## config.mk

```make
export PLATFORM = sky130hd
export DESIGN_NAME = range_sequencer_flat
export DESIGN_NICKNAME = d
export VERILOG_FILES = /design/src/rtl/range_sequencer_if.sv /design/src/rtl/range_sequencer.sv /design/src/flat_wrapper.sv
export SDC_FILE = /design/constraint.sdc
export NUM_CORES = 1
export LEC_CHECK = 0
export ABC_AREA = 1
export CAP_MARGIN = 20
export CORE_ASPECT_RATIO = 0.9
export CORE_MARGIN = 2
export CORE_UTILIZATION = 60
export DETAILED_ROUTE_END_ITERATION = 12
export DONT_BUFFER_PORTS = 1
export MAX_ROUTING_LAYER = met4
export PLACE_DENSITY = 0.76
export SLEW_MARGIN = 15
export SYNTH_ARGS = -nofsm -noshare
export SYNTH_HDL_FRONTEND = slang
export SYNTH_SLANG_ARGS = --single-unit
export TNS_END_PERCENT = 50
```

## constraint.sdc

```tcl
create_clock -name clk -period 5.3 [get_ports clk]
set_input_delay 0.795 -clock clk [delete_from_list [all_inputs] [get_ports clk]]
set_output_delay 0.795 -clock clk [all_outputs]
set_load 0.01 [all_outputs]
```

## src/rtl/range_sequencer_if.sv

```systemverilog
// Bundle between the button/switch front end, the range engine and the
// range_sequencer control FSM.
interface range_sequencer_if #(
  parameter int RAM_ADDR_BITS = 8
);
  logic [9:0]               sw;
  logic                     c_inc, c_dec, h_inc, h_dec, c_load, c_go;
  logic                     done;
  logic [15:0]              count;
  logic                     go;
  logic [31:0]              start;
  logic [RAM_ADDR_BITS-1:0] n;
  logic [11:0]              disp_value;
  logic [15:0]              disp_count;
  logic                     busy;
  logic                     browsing;

  modport slave (
    input  sw, c_inc, c_dec, h_inc, h_dec, c_load, c_go, done, count,
    output go, start, n, disp_value, disp_count, busy, browsing
  );

  modport master (
    output sw, c_inc, c_dec, h_inc, h_dec, c_load, c_go, done, count,
    input  go, start, n, disp_value, disp_count, busy, browsing
  );
endinterface

```

## src/rtl/range_sequencer.sv

```systemverilog
// Control FSM: set a start value, launch a Collatz range run, then browse
// the results by stepping the RAM read address. Includes button auto-repeat.
module range_sequencer #(
  parameter int RAM_WORDS     = 256,
  parameter int RAM_ADDR_BITS = 8,
  parameter int REPEAT_DELAY  = 25_000_000,
  parameter int REPEAT_PERIOD = 5_000_000
) (
  input  logic              clk,
  input  logic              reset,
  range_sequencer_if.slave  bus
);
  typedef enum logic [1:0] {SETUP, LAUNCH, RUN, BROWSE} state_t;

  localparam logic [31:0]              DLY     = 32'(REPEAT_DELAY);
  localparam logic [31:0]              PER     = 32'(REPEAT_PERIOD);
  localparam logic [RAM_ADDR_BITS-1:0] OFF_MAX = RAM_ADDR_BITS'(RAM_WORDS - 1);

  state_t                   state_q;
  logic [31:0]              base_q;
  logic [RAM_ADDR_BITS-1:0] offset_q;
  logic                     go_q;
  logic                     run_first_q;
  logic [15:0]              disp_count_q;

  // Auto-repeat: index 0 = inc, 1 = dec. Phase 0 waits DLY, phase 1 waits PER.
  logic [1:0]        held;
  logic [1:0][31:0]  rcnt_q, rcnt_d;
  logic [1:0]        rph_q, rph_d, rfire;

  assign held = {bus.h_dec, bus.h_inc};

  always_comb begin
    rcnt_d = '0;
    rph_d  = '0;
    rfire  = '0;
    for (int i = 0; i < 2; i++) begin
      if (held[i]) begin
        if (rcnt_q[i] + 32'd1 == (rph_q[i] ? PER : DLY)) begin
          rfire[i] = 1'b1;
          rph_d[i] = 1'b1;
        end else begin
          rcnt_d[i] = rcnt_q[i] + 32'd1;
          rph_d[i]  = rph_q[i];
        end
      end
    end
  end

  always_ff @(posedge clk or posedge reset) begin
    if (reset) begin
      rcnt_q <= '0;
      rph_q  <= '0;
    end else begin
      rcnt_q <= rcnt_d;
      rph_q  <= rph_d;
    end
  end

  // Opposing steps in the same cycle cancel.
  logic up_req, dn_req, step_up, step_dn;
  assign up_req  = bus.c_inc | rfire[0];
  assign dn_req  = bus.c_dec | rfire[1];
  assign step_up = up_req & ~dn_req;
  assign step_dn = dn_req & ~up_req;

  always_ff @(posedge clk or posedge reset) begin
    if (reset) begin
      state_q      <= SETUP;
      base_q       <= 32'd1;
      offset_q     <= '0;
      go_q         <= 1'b0;
      run_first_q  <= 1'b0;
      disp_count_q <= '0;
    end else begin
      go_q <= 1'b0;
      case (state_q)
        SETUP: begin
          if (bus.c_load)
            base_q <= (bus.sw == 10'd0) ? 32'd1 : {22'd0, bus.sw};
          else if (step_up && base_q != 32'hFFFF_FFFF)
            base_q <= base_q + 32'd1;
          else if (step_dn && base_q > 32'd1)
            base_q <= base_q - 32'd1;
          if (bus.c_go) begin
            state_q <= LAUNCH;
            go_q    <= 1'b1;
          end
        end
        LAUNCH: begin
          state_q     <= RUN;
          run_first_q <= 1'b1;
        end
        RUN: begin
          // A done still high from the previous run is ignored on entry.
          run_first_q <= 1'b0;
          if (!run_first_q && bus.done) begin
            offset_q <= '0;
            state_q  <= BROWSE;
          end
        end
        BROWSE: begin
          disp_count_q <= bus.count;
          if (bus.c_go) begin
            state_q  <= SETUP;
            offset_q <= '0;
          end else if (step_up)
            offset_q <= (offset_q == OFF_MAX) ? '0 : offset_q + 1'b1;
          else if (step_dn)
            offset_q <= (offset_q == '0) ? OFF_MAX : offset_q - 1'b1;
        end
        default: state_q <= SETUP;
      endcase
    end
  end

  assign bus.go         = go_q;
  assign bus.start      = base_q;
  assign bus.n          = offset_q;
  assign bus.disp_count = disp_count_q;
  assign bus.busy       = (state_q == LAUNCH) || (state_q == RUN);
  assign bus.browsing   = (state_q == BROWSE);
  assign bus.disp_value = (state_q == BROWSE) ? (base_q[11:0] + 12'(offset_q))
                                              : base_q[11:0];
endmodule

```

## src/flat_wrapper.sv

```systemverilog
// flat-port wrapper written by rule: the top's interface ports become plain ports
module range_sequencer_flat 
#(
  parameter int RAM_WORDS     = 256,
  parameter int RAM_ADDR_BITS = 8,
  parameter int REPEAT_DELAY  = 25_000_000,
  parameter int REPEAT_PERIOD = 5_000_000
)
  (clk, reset, bus_sw, bus_c_inc, bus_c_dec, bus_h_inc, bus_h_dec, bus_c_load, bus_c_go, bus_done, bus_count, bus_go, bus_start, bus_n, bus_disp_value, bus_disp_count, bus_busy, bus_browsing);
  range_sequencer_if #(.RAM_ADDR_BITS(RAM_ADDR_BITS)) bus_i ();
  input  logic clk;
  input  logic reset;
  input wire logic [$bits(bus_i.sw)-1:0] bus_sw;
  input wire logic [$bits(bus_i.c_inc)-1:0] bus_c_inc;
  input wire logic [$bits(bus_i.c_dec)-1:0] bus_c_dec;
  input wire logic [$bits(bus_i.h_inc)-1:0] bus_h_inc;
  input wire logic [$bits(bus_i.h_dec)-1:0] bus_h_dec;
  input wire logic [$bits(bus_i.c_load)-1:0] bus_c_load;
  input wire logic [$bits(bus_i.c_go)-1:0] bus_c_go;
  input wire logic [$bits(bus_i.done)-1:0] bus_done;
  input wire logic [$bits(bus_i.count)-1:0] bus_count;
  output wire logic [$bits(bus_i.go)-1:0] bus_go;
  output wire logic [$bits(bus_i.start)-1:0] bus_start;
  output wire logic [$bits(bus_i.n)-1:0] bus_n;
  output wire logic [$bits(bus_i.disp_value)-1:0] bus_disp_value;
  output wire logic [$bits(bus_i.disp_count)-1:0] bus_disp_count;
  output wire logic [$bits(bus_i.busy)-1:0] bus_busy;
  output wire logic [$bits(bus_i.browsing)-1:0] bus_browsing;
  assign bus_i.sw = bus_sw;
  assign bus_i.c_inc = bus_c_inc;
  assign bus_i.c_dec = bus_c_dec;
  assign bus_i.h_inc = bus_h_inc;
  assign bus_i.h_dec = bus_h_dec;
  assign bus_i.c_load = bus_c_load;
  assign bus_i.c_go = bus_c_go;
  assign bus_i.done = bus_done;
  assign bus_i.count = bus_count;
  assign bus_go = bus_i.go;
  assign bus_start = bus_i.start;
  assign bus_n = bus_i.n;
  assign bus_disp_value = bus_i.disp_value;
  assign bus_disp_count = bus_i.disp_count;
  assign bus_busy = bus_i.busy;
  assign bus_browsing = bus_i.browsing;
  range_sequencer #(.RAM_WORDS(RAM_WORDS), .RAM_ADDR_BITS(RAM_ADDR_BITS), .REPEAT_DELAY(REPEAT_DELAY), .REPEAT_PERIOD(REPEAT_PERIOD)) u_core (.clk(clk), .reset(reset), .bus(bus_i));
endmodule
```

### After elaboration in Yosys (flattened, before gate mapping)

Index checks and enable logic that the tools add are counted.

| cells by class | value |
|---|---|
| $add $sub $neg | 7 |
| $mul | 0 |
| div/mod/pow operators | 0 |
| order comparisons | 1 |
| equality and inequality tests | 13 |
| shifts and indexed selects | 0 |
| multiplexer cells | 33 |
| bitwise gates (word level) | 6 |
| reduce and logical (&&, ||, !) cells | 14 |

Operators with widths:

| kind | count |
|---|---|
| $mux 32 | 7 |
| $add 32x1->32 const B | 3 |
| $eq 32x32->1 | 2 |
| $mux 25 | 2 |
| $mux 8 | 6 |
| $gt 32x1->1 const B | 1 |
| $ne 32x32->1 const B | 1 |
| $sub 32x1->32 const B | 1 |
| $pmux 8 s2 | 1 |
| $add 12x8->12 | 1 |
| $mux 12 | 1 |
| $logic_not 10->1 | 1 |
| $mux 1 | 10 |
| $mux 10 | 1 |
| $add 8x1->8 const B | 1 |
| $eq 8x8->1 const B | 1 |
| $logic_not 8->1 | 1 |
| $pmux 2 s4 | 1 |
| $sub 8x1->8 const B | 1 |
| $mux 2 | 3 |
| $ne 2x1->1 const B | 3 |
| $reduce_and 3->1 | 2 |
| $eq 2x2->1 const B | 2 |
| $ne 2x2->1 const B | 2 |
| other kinds (13) | 19 |

| word-level totals | value |
|---|---|
| flip-flop bits (word level) | 126 |
| bits in latches | 0 |
| RAM bits | 0 |
| memory bits (read-only) | 0 |
| bits of input ports | 35 |
| output and inout bits | 71 |
| logic and storage cells | 84 |
| memories | 0 |

### Depth between registers and ports, before layout

| depth | value |
|---|---|
| depth after elaboration | 11 |
| depth in mapped cells | 25 |

### Least setup slack after synthesis

OpenSTA, ideal clock, no wires.

| timing | value |
|---|---|
| kind | register -> output |
| start point | register u_core.base_q[0], in the netlist u_core.bus.start[0] |
| end point | output bus_disp_value[10] |
| data arrival time | 2.334 ns |
| required time | 4.505 ns |
| setup slack | 2.171 ns |
| stages on the path, launching flop included | 14 |
| path buffers | 0 |
| cells stage by stage | dfstp_2 > ha_1 > inv_1 > fa_1 > o31ai_1 > nand3_1 > nand2_1 > a21oi_1 > o21ai_0 > nand2_1 > nor2_1 > o21ai_0 > o21ai_0 > inv_1 |

| between the ends | value |
|---|---|
| cells in the longest elaborated chain, start to end | 2 |

Ends and longest elaborated chain:

| element | RTL line | source |
|---|---|---|
| start, declared | range_sequencer.sv:20 | `logic [31:0] base_q;` |
| start signal, assigned | range_sequencer.sv:80 | `base_q <= (bus.sw == 10'd0) ? 32'd1 : {22'd0, bus.sw};` |
| start signal, assigned | range_sequencer.sv:82 | `base_q <= base_q + 32'd1;` |
| start signal, assigned | range_sequencer.sv:84 | `base_q <= base_q - 32'd1;` |
| $add 12x8->12 | range_sequencer.sv:123 | `assign bus.disp_value = (state_q == BROWSE) ? (base_q[11:0] + 12'(offset_q))` |
| $mux 12 | range_sequencer.sv:123 |  |
| end, declared | flat_wrapper.sv:25 | `output wire logic [$bits(bus_i.disp_value)-1:0] bus_disp_value;` |

No other way between the ends.

### Worst setup path after layout

Same ends and word-level chain as after synthesis.

==> flow_summary.toml <==
[setup_path]
critPathCaptureType = "output port"
critPathArrivalTime_ns = 3.13
crit_path_max_fanout = 7
cp.required_ns = 4.51
worstReg2RegStart = "u_core.rcnt_q[0]"
ff2ff_path_depth = 20
critPathLaunchType = "flop"
path_class = "flop to output port"
reg2reg_to = "u_core.bus.start[30]"
r2r_slack_ns = 1.51

[drt]
drc = 0
num_vias = 9300
wl_per_cell_um = 14.7
first_pass_iters = 5
totalWireLength_mm = 24.8
postRouteAntennaNets = 0
first_iter_violations = 770
viasPerCell = 5.50

[logic_synthesis]
synth.most_common_cell = "nand2_1"
synth_top_family_by_area = "simple AND/OR/NAND/NOR gates"
synth_top_area_share_pct = 32.2
synth-compound-area-share_pct = 6.41
synthXorXnorAreaFrac_pct = 6.41
syn_inst = 1505
syn_area_per_cell_um2 = 6.45
synth-seq-cells = 126
ys_types = 41
ys.flop_type = "dfrtp_1"
synth_edf_count = 0
syn-num-nets = 1561
synth_area_mm2 = 0.00970
yosys-top-cells-count = "nand2_1 (501), nor2_1 (201), inv_1 (146)"
async_flop_share_pct = 100
yosysTopAreaCell = "dfrtp_1"
synthTopCellsByArea = "dfrtp_1 (32%), nand2_1 (19%), nor2_1 (7.8%)"
synth_mux_area_share_pct = 0
synth-adder-area-share_pct = 2.79
synth-simple-area-share_pct = 43.0
ys_seq_area_share_pct = 32.5
yosysWarnings = 0

[timing]
relSlewSlack_pct = 48.9
finalCriticalPeriod_ns = 3.92
slew_violations = 0
fin_tns_setup_ns = 0
clock-skew-final_ns = 0.0116
period_share_pct = 74.0
tightest_slew_ns = 0.766
setup_violations = 0
hold_viol = 0
fmax_mhz = 255
rsz0062_at_grt = "no"

[global_routing]
grt.total_usage_pct = 30.0
overflow = 0
grt_pass1_wl_mm = 41.5
antenna_found_initial = 0
grt_pass1_vias = 8477
grt_max_degree = 85

[layout]
areaGrowthSynthToFinish_pct = 6.42
n_antenna_cell = 0
fin_util_pct = 64.7
fill_cells = 1501
drive_gt1_share_pct = 6.06
nets = 1528

[die]
die_h_um = 125
dieWidth_um = 138
coreArea_mm2 = 0.0160
start_util_pct = 60.8
die_area_mm2 = 0.0172
core.rowCount = 44
ios = 106

[job]
maxCapViolCount = 0

[clocking]
cts_tree = "yes"
cts-root-buf = "clkbuf_16"
clock_latency_ns = 0.44
clkSinkCount = 126
post_cts_buffers = 0
cts.clk_slew.worst_paths_ns = 0.06
post_cts_resized = 0
numCtsBuffers = 17
cts_hold_buf = 0
htreeDepth = 4
cts_buffer_depth = 2

[power]
peakVddDrop_uv = 551
power_w = 0.00450
pwr_density_cell_mw_per_mm2 = 436
p_leak_nw = 4.67

[placement]
post-dp-hpwl_mm = 17.9
gp_congestion = 0.927
port_buffers = 0

[hold_path]
min_path_type = "input port to asynchronous set/reset pin"

[run_status]
outcome = "finished clean"
worst max path at each step:
stage,from,to,slack (ns),cells past startpoint
2_1_floorplan,reset,u_core.bus.disp_count[0],1.15,1
3_3_place_gp,u_core.rcnt_q[0],u_core.bus.start[16],1.68,20
6_report,u_core.bus.start[0],bus_disp_value[10],1.38,13
4_1_cts,u_core.bus.start[0],bus_disp_value[10],1.36,13
5_1_grt,u_core.bus.start[0],bus_disp_value[10],1.03,13
3_5_place_dp,u_core.rcnt_q[0],u_core.bus.start[16],1.59,20
metal layers:
layer	track usage, %	share of wire [%]	vias up
met5	-	0	-
met4	8.22	1.7	0
met3	6.31	6.4	38
met2	45.3	45	273
met1	41.2	47	4250
li1	-	-	4739
final cells by class:
cell class	count	area, um2	area share, %
clock buffer	19	443	4.29
clock inverter	13	141	1.37
tap	207	259	2.51
timing repair buffer	7	52.6	0.509
multi-input combinational	1165	5690	55.1
inverter	155	587	5.68
sequential	126	3150	30.6
cells by family after synthesis:
| logic type | Yosys count |
|---|---|
| and+or+nand+nor | 963 |
| xor gates and xnor gates | 71 |
| adders and majority gates | 21 |
| buffers and inverters | 214 |
| DFF | 126 |
| AOI/OAI and AO/OA | 110 |
power breakdown:
part	switching (W)	total (W)	internal (W)
Combinational	0.00109	0.00169	0.000591
Clock	0.000462	0.00117	0.000704
Sequential	0.000485	0.00165	0.00116
Total	0.00204	0.00450	0.00246
registers in the layout, summed over array words and instances, names as in the netlist:
signal / cells
u_core.bus.disp_count: 16
u_core.bus.go: 1
u_core.bus.n: 8
u_core.bus.start: 32
u_core.rcnt_q: 64
u_core.rph_q: 2
u_core.run_first_q: 1
u_core.state_q: 2
placed cells by master, fill, tap and decap left out, types with 11 or more instances in the layout:
master | synthesis | final
a21oi_1 | 42 | 42
clkbuf_16 | 0 | 17
dfrtp_1 | 125 | 125
ha_1 | 20 | 20
inv_1 | 146 | 145
nand2_1 | 501 | 500
nand2_2 | 10 | 11
nand3_1 | 124 | 124
nand4_1 | 57 | 57
nor2_1 | 201 | 201
nor3_1 | 23 | 23
nor4_1 | 11 | 11
o21ai_0 | 19 | 19
o21ai_1 | 24 | 24
xnor2_1 | 13 | 13
xor2_1 | 58 | 58
worst max-delay path, cell delays in order (launching register included):
cell	delay [ns]
dfstp_2	0.64
ha_1	0.20
inv_1	0.05
fa_1	0.40
o31ai_1	0.43
nand3_1	0.12
nand2_1	0.12
a21oi_1	0.07
o21ai_0	0.14
nand2_1	0.12
nor2_1	0.14
o21ai_0	0.09
o21ai_0	0.08
inv_1	0.09
metrics by stage:
step / hold WS [ns] / cell area, um2 / setup WS [ns] / cells
after global placement: 0.444 / 9740 / 1.68 / 1660
after detailed placement: 0.472 / 9740 / 1.59 / 1660
after global routing: 0.428 / 10300 / 1.03 / 1692
after CTS: 0.406 / 10300 / 1.36 / 1692
after floorplan: 0.432 / 9700 / 1.15 / 1505
final: 0.366 / 10300 / 1.38 / 1692
Power figures use the tool's default switching activity.
